==> src/rtl/fir_pkg.sv <==
// Shared types, default parameters and helper functions for the transposed-form FIR.
package fir_pkg;

  localparam int FIR_TAPS_DEF      = 10;
  localparam int FIR_DIN_W_DEF     = 3;
  localparam int FIR_COEF_W_DEF    = 16;
  localparam int FIR_ACC_W_DEF     = 24;
  localparam int FIR_DOUT_W_DEF    = 16;
  localparam int FIR_OUT_SHIFT_DEF = 0;

  // Result of rounding/saturation: clamped flag plus the value, sign-extended to 64 bits.
  typedef struct packed {
    logic               sat;
    logic signed [63:0] val;
  } sat_res_t;

  // Number of bits needed to index n entries.
  function automatic int clog2(input int n);
    int r;
    int v;
    r = 0;
    v = n - 1;
    while (v > 0) begin
      r++;
      v = v >> 1;
    end
    return r;
  endfunction

  // Round half up by 'shift' bits, then clamp into a signed dout_w-bit range.
  // The accumulator arrives sign-extended to 64 bits, so the rounding add cannot overflow.
  function automatic sat_res_t sat_round(input logic signed [63:0] acc,
                                         input int shift,
                                         input int dout_w);
    logic signed [63:0] r;
    logic signed [63:0] hi;
    logic signed [63:0] lo;
    sat_res_t           res;
    r = acc;
    if (shift > 0) r = (acc + (64'sd1 <<< (shift - 1))) >>> shift;
    hi = (64'sd1 <<< (dout_w - 1)) - 64'sd1;
    lo = -(64'sd1 <<< (dout_w - 1));
    res.sat = 1'b0;
    res.val = r;
    if (r > hi) begin
      res.sat = 1'b1;
      res.val = hi;
    end else if (r < lo) begin
      res.sat = 1'b1;
      res.val = lo;
    end
    return res;
  endfunction

endpackage

==> src/rtl/fir_coef_bank.sv <==
// Double-buffered coefficient storage: shadow bank written at any time,
// copied into the active bank on the first sample strobe after a swap request.
module fir_coef_bank
  import fir_pkg::*;
#(
  parameter int TAPS   = FIR_TAPS_DEF,
  parameter int COEF_W = FIR_COEF_W_DEF,
  parameter int AW     = clog2(TAPS)
) (
  input  logic                     iClk_12M,
  input  logic                     iRst,
  input  logic                     iEnSample,
  input  logic                     iCoeffWe,
  input  logic [AW-1:0]            iCoeffAddr,
  input  logic [COEF_W-1:0]        iCoeffData,
  input  logic                     iCoeffSwap,
  output logic                     oCoeffPending,
  output logic [TAPS*COEF_W-1:0]   oCoefActive
);

  logic [COEF_W-1:0] shadow [TAPS];
  logic [COEF_W-1:0] active [TAPS];

  // Shadow writes, pending flag and the atomic shadow-to-active copy.
  // The copy reads shadow before this cycle's write lands, so a same-cycle
  // write only reaches the shadow bank.
  always_ff @(posedge iClk_12M) begin
    if (iRst) begin
      for (int k = 0; k < TAPS; k++) begin
        shadow[k] <= '0;
        active[k] <= '0;
      end
      oCoeffPending <= 1'b0;
    end else begin
      if (iCoeffWe && (int'(iCoeffAddr) < TAPS)) shadow[iCoeffAddr] <= iCoeffData;
      if (oCoeffPending && iEnSample) begin
        for (int k = 0; k < TAPS; k++) active[k] <= shadow[k];
        oCoeffPending <= 1'b0;
      end else if (iCoeffSwap) begin
        oCoeffPending <= 1'b1;
      end
    end
  end

  for (genvar k = 0; k < TAPS; k++) begin : g_flat
    assign oCoefActive[k*COEF_W +: COEF_W] = active[k];
  end

endmodule

==> src/rtl/fir_tdf_param.sv <==
// Parametrised transposed direct-form FIR with cascade port, rounded/saturated
// output, sticky saturation flag and an output-valid strobe.
module fir_tdf_param
  import fir_pkg::*;
#(
  parameter int TAPS      = FIR_TAPS_DEF,
  parameter int DIN_W     = FIR_DIN_W_DEF,
  parameter int COEF_W    = FIR_COEF_W_DEF,
  parameter int ACC_W     = FIR_ACC_W_DEF,
  parameter int DOUT_W    = FIR_DOUT_W_DEF,
  parameter int OUT_SHIFT = FIR_OUT_SHIFT_DEF,
  localparam int AW       = clog2(TAPS)
) (
  input  logic                     iClk_12M,
  input  logic                     iRst,
  input  logic                     iEnSample,
  input  logic signed [DIN_W-1:0]  iFirIn,
  input  logic signed [ACC_W-1:0]  iCascIn,
  input  logic                     iCoeffWe,
  input  logic [AW-1:0]            iCoeffAddr,
  input  logic [COEF_W-1:0]        iCoeffData,
  input  logic                     iCoeffSwap,
  input  logic                     iSatClr,
  output logic                     oCoeffPending,
  output logic signed [ACC_W-1:0]  oCascOut,
  output logic signed [DOUT_W-1:0] oFirOut,
  output logic                     oValid,
  output logic                     oSatFlag
);

  localparam int PROD_W = DIN_W + COEF_W;

  logic [TAPS*COEF_W-1:0]   coef_flat;
  logic signed [PROD_W-1:0] prod_full [TAPS];
  logic signed [ACC_W-1:0]  prod_ext  [TAPS];
  logic signed [ACC_W-1:0]  stage     [TAPS];
  sat_res_t                 sr;

  fir_coef_bank #(
    .TAPS   (TAPS),
    .COEF_W (COEF_W),
    .AW     (AW)
  ) u_coef_bank (
    .iClk_12M      (iClk_12M),
    .iRst          (iRst),
    .iEnSample     (iEnSample),
    .iCoeffWe      (iCoeffWe),
    .iCoeffAddr    (iCoeffAddr),
    .iCoeffData    (iCoeffData),
    .iCoeffSwap    (iCoeffSwap),
    .oCoeffPending (oCoeffPending),
    .oCoefActive   (coef_flat)
  );

  // Full-precision products against the active bank, sign-extended to the accumulator width.
  always_comb begin
    for (int k = 0; k < TAPS; k++) begin
      prod_full[k] = PROD_W'(iFirIn) * PROD_W'($signed(coef_flat[k*COEF_W +: COEF_W]));
      prod_ext[k]  = ACC_W'(prod_full[k]);
    end
  end

  // Output formatting of the last stage as it stands before the strobe updates it.
  always_comb begin
    sr = sat_round(64'(stage[TAPS-1]), OUT_SHIFT, DOUT_W);
  end

  // Stage chain and output registers; sums wrap at ACC_W bits by design.
  always_ff @(posedge iClk_12M) begin
    if (iRst) begin
      for (int k = 0; k < TAPS; k++) stage[k] <= '0;
      oCascOut <= '0;
      oFirOut  <= '0;
      oValid   <= 1'b0;
    end else begin
      oValid <= iEnSample;
      if (iEnSample) begin
        stage[0] <= iCascIn + prod_ext[0];
        for (int k = 1; k < TAPS; k++) stage[k] <= stage[k-1] + prod_ext[k];
        oCascOut <= stage[TAPS-1];
        oFirOut  <= DOUT_W'(sr.val);
      end
    end
  end

  // Sticky saturation flag; a clamp in the same cycle as a clear keeps it set.
  always_ff @(posedge iClk_12M) begin
    if (iRst) begin
      oSatFlag <= 1'b0;
    end else if (iEnSample && sr.sat) begin
      oSatFlag <= 1'b1;
    end else if (iSatClr) begin
      oSatFlag <= 1'b0;
    end
  end

endmodule

==> config.mk <==
export PLATFORM = sky130hd
export DESIGN_NAME = fir_tdf_param
export DESIGN_NICKNAME = d
export VERILOG_FILES = /design/src/rtl/fir_pkg.sv /design/src/rtl/fir_coef_bank.sv /design/src/rtl/fir_tdf_param.sv
export SDC_FILE = /design/constraint.sdc
export NUM_CORES = 2
export LEC_CHECK = 0
export ABC_CLOCK_PERIOD_IN_PS = 8800
export BUFFER_PORTS_ARGS = -buffer_cell sky130_fd_sc_hd__buf_2
export CAP_MARGIN = 10
export CORE_MARGIN = 10
export CORE_UTILIZATION = 50
export CTS_CLUSTER_SIZE = 16
export DETAILED_ROUTE_END_ITERATION = 7
export PLACE_DENSITY_LB_ADDON = 0.25
export SYNTH_ARGS = -nofsm -noshare
export SYNTH_HDL_FRONTEND = slang
export SYNTH_SLANG_ARGS = --single-unit
==> constraint.sdc <==
create_clock -name iClk_12M -period 8.8 [get_ports iClk_12M]
set_clock_uncertainty 0.15 [all_clocks]
set_input_delay 0.88 -clock iClk_12M [delete_from_list [all_inputs] [get_ports iClk_12M]]
set_output_delay 0.88 -clock iClk_12M [all_outputs]
set_load 0.05 [all_outputs]
==> flow_summary.ini <==
[final_layout]
final_cell_mix = nor2_1 (565), edfxtp_1 (560), and2_1 (501)
drive_above_1_share = 0.0594
final_nets = 5083
seqCellArea_um2 = 17700
multiInputGateArea_um2 = 26700
design_area_um2 = 49800
nFillCells = 7707
mostFrequentLayoutCell = nor2_1
area_delta_synth_final_pct = 8.61
layout.cells.non_filler = 5404

[floorplan]
fp-row-count = 110
io_pins = 96
fp.dieW_um = 323
initial_core_util = 0.507
die_h_um = 323
die_area_um2 = 104000
placeableCoreArea_um2 = 90400

[worst_hold_path]
hold_path.class = flop to flop

[setup_path]
crit_top_cell = fa_1
endpoint_kind = flop
critPathMaxFanout = 48
crit_arrival_ps = 6050
critPathMaxStageDelay_ps = 590
crit_type = input pin to flop
critPathSlowestCell = buf_4
start_kind = input pin
crit_chain = buf_2 -> inv_4 -> buf_4 -> nor2_1 -> fa_1 -> fa_1 -> ha_1 -> inv_1 -> fa_1 -> nor2b_1 -> o21ai_0 -> a21boi_0 -> o21a_1 -> o21ai_0 -> a31oi_1 -> mux2i_1 -> o311ai_0
required_ps = 8950

[global_route]
grt-ovfl-total = 0
grt_max_degree = 177
grt_usage = 0.192
grt_pass1_wl_mm = 161
grt_pass1_vias = 30600
antenna_found_initial = 10

[run]
max_cap_viol_count = 0

[place]
detailed_place_hpwl_mm = 69.9
place_congestion = 0.845
dp.cells = 5285
post_dp_cell_area_um2 = 47500
io_buffers = 95

[routing]
wl_per_cell_um = 18.0
ant_nets = 0
wl_mm = 97.4
vias = 29700
drc = 0
firstDrtPassIters = 6
vias_per_cell = 5.50
drt-initial-drc-count = 1716

[timing]
finalHoldViolCount = 0
fin_crit_ps = 5900
rsz0062_at_grt = no
final.setup.tns_ps = 0
drv_slew = 0
slew_headroom = 0.205
fmax_mhz = 169
fin_crit_sh = 0.671
setup_violations = 0
tightest_slew_ps = 1190

[power_and_ir_drop]
peakVddDrop_uv = 129
powerDensity_nw_per_um2 = 245
p_leak_nw = 22.2

[synthesis]
syn_inst = 4134
syn-num-nets = 5037
syn_area_um2 = 45800
yosys_warnings = 0
synthFlopType = edfxtp_1
avgSynthCellArea_um2 = 11.1
yosys_register_bits = 603
synthArstFlopShare = 0
synth_edf_count = 560
synth_cell_types = 82
yosysSeqAreaShare = 0.386

[clock_tree]
cts.repair.resized = 0
numCtsBuffers = 68
clockBufferDepth = 3
worstSkewPairLatency_ps = 610
htree_levels = 3
root_buffer = clkbuf_16
cts_tree = built
postCtsHoldBufs = 0
cts_setup_buffers = 0
clock_sinks = 603
cts.clk_slew.worst_paths_ps = 60

[outcome]
outcome = complete, no violations
## sequential cells by signal (all words and copies together), names as in the netlist
signal / cells
oCascOut: 24
oFirOut: 16
oSatFlag: 1
oValid: 1
stage: 240
u_coef_bank.active: 160
u_coef_bank.oCoeffPending: 1
u_coef_bank.shadow: 160
## worst paths after layout
check                            startpoint      endpoint  cells past startpoint  slack, ps
setup / recovery                  iFirIn[2]  stage[3][20]                     17       2900
hold / removal                   oFirOut[8]    oFirOut[8]                      2        300
setup reg to reg  u_coef_bank.active[0][50]  stage[3][20]                     16       3720
hold reg to reg                  oFirOut[8]    oFirOut[8]                      2        300
## per-layer routing
metal  vias up  global-route usage  routed length (um)
met5         -                   0                  42
met4         6              0.0555                2660
met3       148              0.0279                4240
met2       529               0.325               46700
met1     14700               0.254               43800
li1      14300                   -                   -
## stage by stage
| stage | utilization | setup WS, ps | total power [W] | hold WS [ps] |
|---|---|---|---|---|
| 2_1_floorplan | - | 1810 | 0.00806 | 334 |
| 3_3_place_gp | 0.525 | 2450 | 0.00923 | 283 |
| 3_5_place_dp | 0.525 | 2300 | 0.00929 | 287 |
| 4_1_cts | 0.550 | 2920 | 0.0123 | 301 |
| 5_1_grt | 0.550 | 2550 | 0.0132 | 326 |
| 6_report | 0.550 | 2900 | 0.0122 | 299 |
## worst max-delay path: cells and delay by family
kind / cells / cell delay, ps
fa+ha+maj: 4 / 1650
buf+inv: 4 / 1510
compound gates: 6 / 1450
simple gates: 2 / 290
mux: 1 / 210
## synthesized netlist by cell type (20+ instances only)
library cell	number	share of area
clkbuf_1	134	0.011
inv_1	260	0.021
a21o_1	93	0.015
nand2_1	174	0.014
nor3_1	59	0.0064
a31oi_1	24	0.0033
ha_1	470	0.13
o21bai_1	31	0.0051
fa_1	380	0.17
edfxtp_1	560	0.37
nand2b_1	55	0.0075
xor2_1	72	0.014
nand3_1	46	0.0050
and3_1	20	0.0027
nor2b_1	29	0.0040
xnor2_1	91	0.017
mux2i_1	37	0.0081
dfxtp_1	43	0.019
o21a_1	37	0.0061
o21ai_0	101	0.011
a21oi_1	135	0.015
and2_1	501	0.068
nand4_1	20	0.0027
nor2_1	566	0.046
## power breakdown
| group | leakage [nW] | internal, W | switching, W |
|---|---|---|---|
| Combinational | 14.9 | 0.00225 | 0.00313 |
| Sequential | 6.20 | 0.00362 | 0.000251 |
| Clock | 1.10 | 0.00175 | 0.00117 |
| Total | 22.2 | 0.00762 | 0.00456 |
## cell type report
type,count,share of cell area
Antenna cell,2,0.000101
Clock buffer,85,0.0382
Clock inverter,31,0.00784
Inverter,262,0.0200
Multi-Input combinational cell,3127,0.536
Sequential cell,603,0.355
Tap cell,1176,0.0296
Timing Repair Buffer,118,0.0136
## logic make-up (layout without fill, tap and decap cells)
kind of cell / after synthesis / after routing / synth area share
AOI/OAI and AO/OA: 560 / 560 / 0.0826
xor gates and xnor gates: 163 / 163 / 0.0312
adders and majority gates: 850 / 850 / 0.294
buffers and inverters: 404 / 496 / 0.0331
DFF: 603 / 603 / 0.386
muxes: 38 / 38 / 0.00833
other: 0 / 2 / 0
and+or+nand+nor: 1516 / 1516 / 0.165
Note: power is estimated with default switching activity, not from simulation.
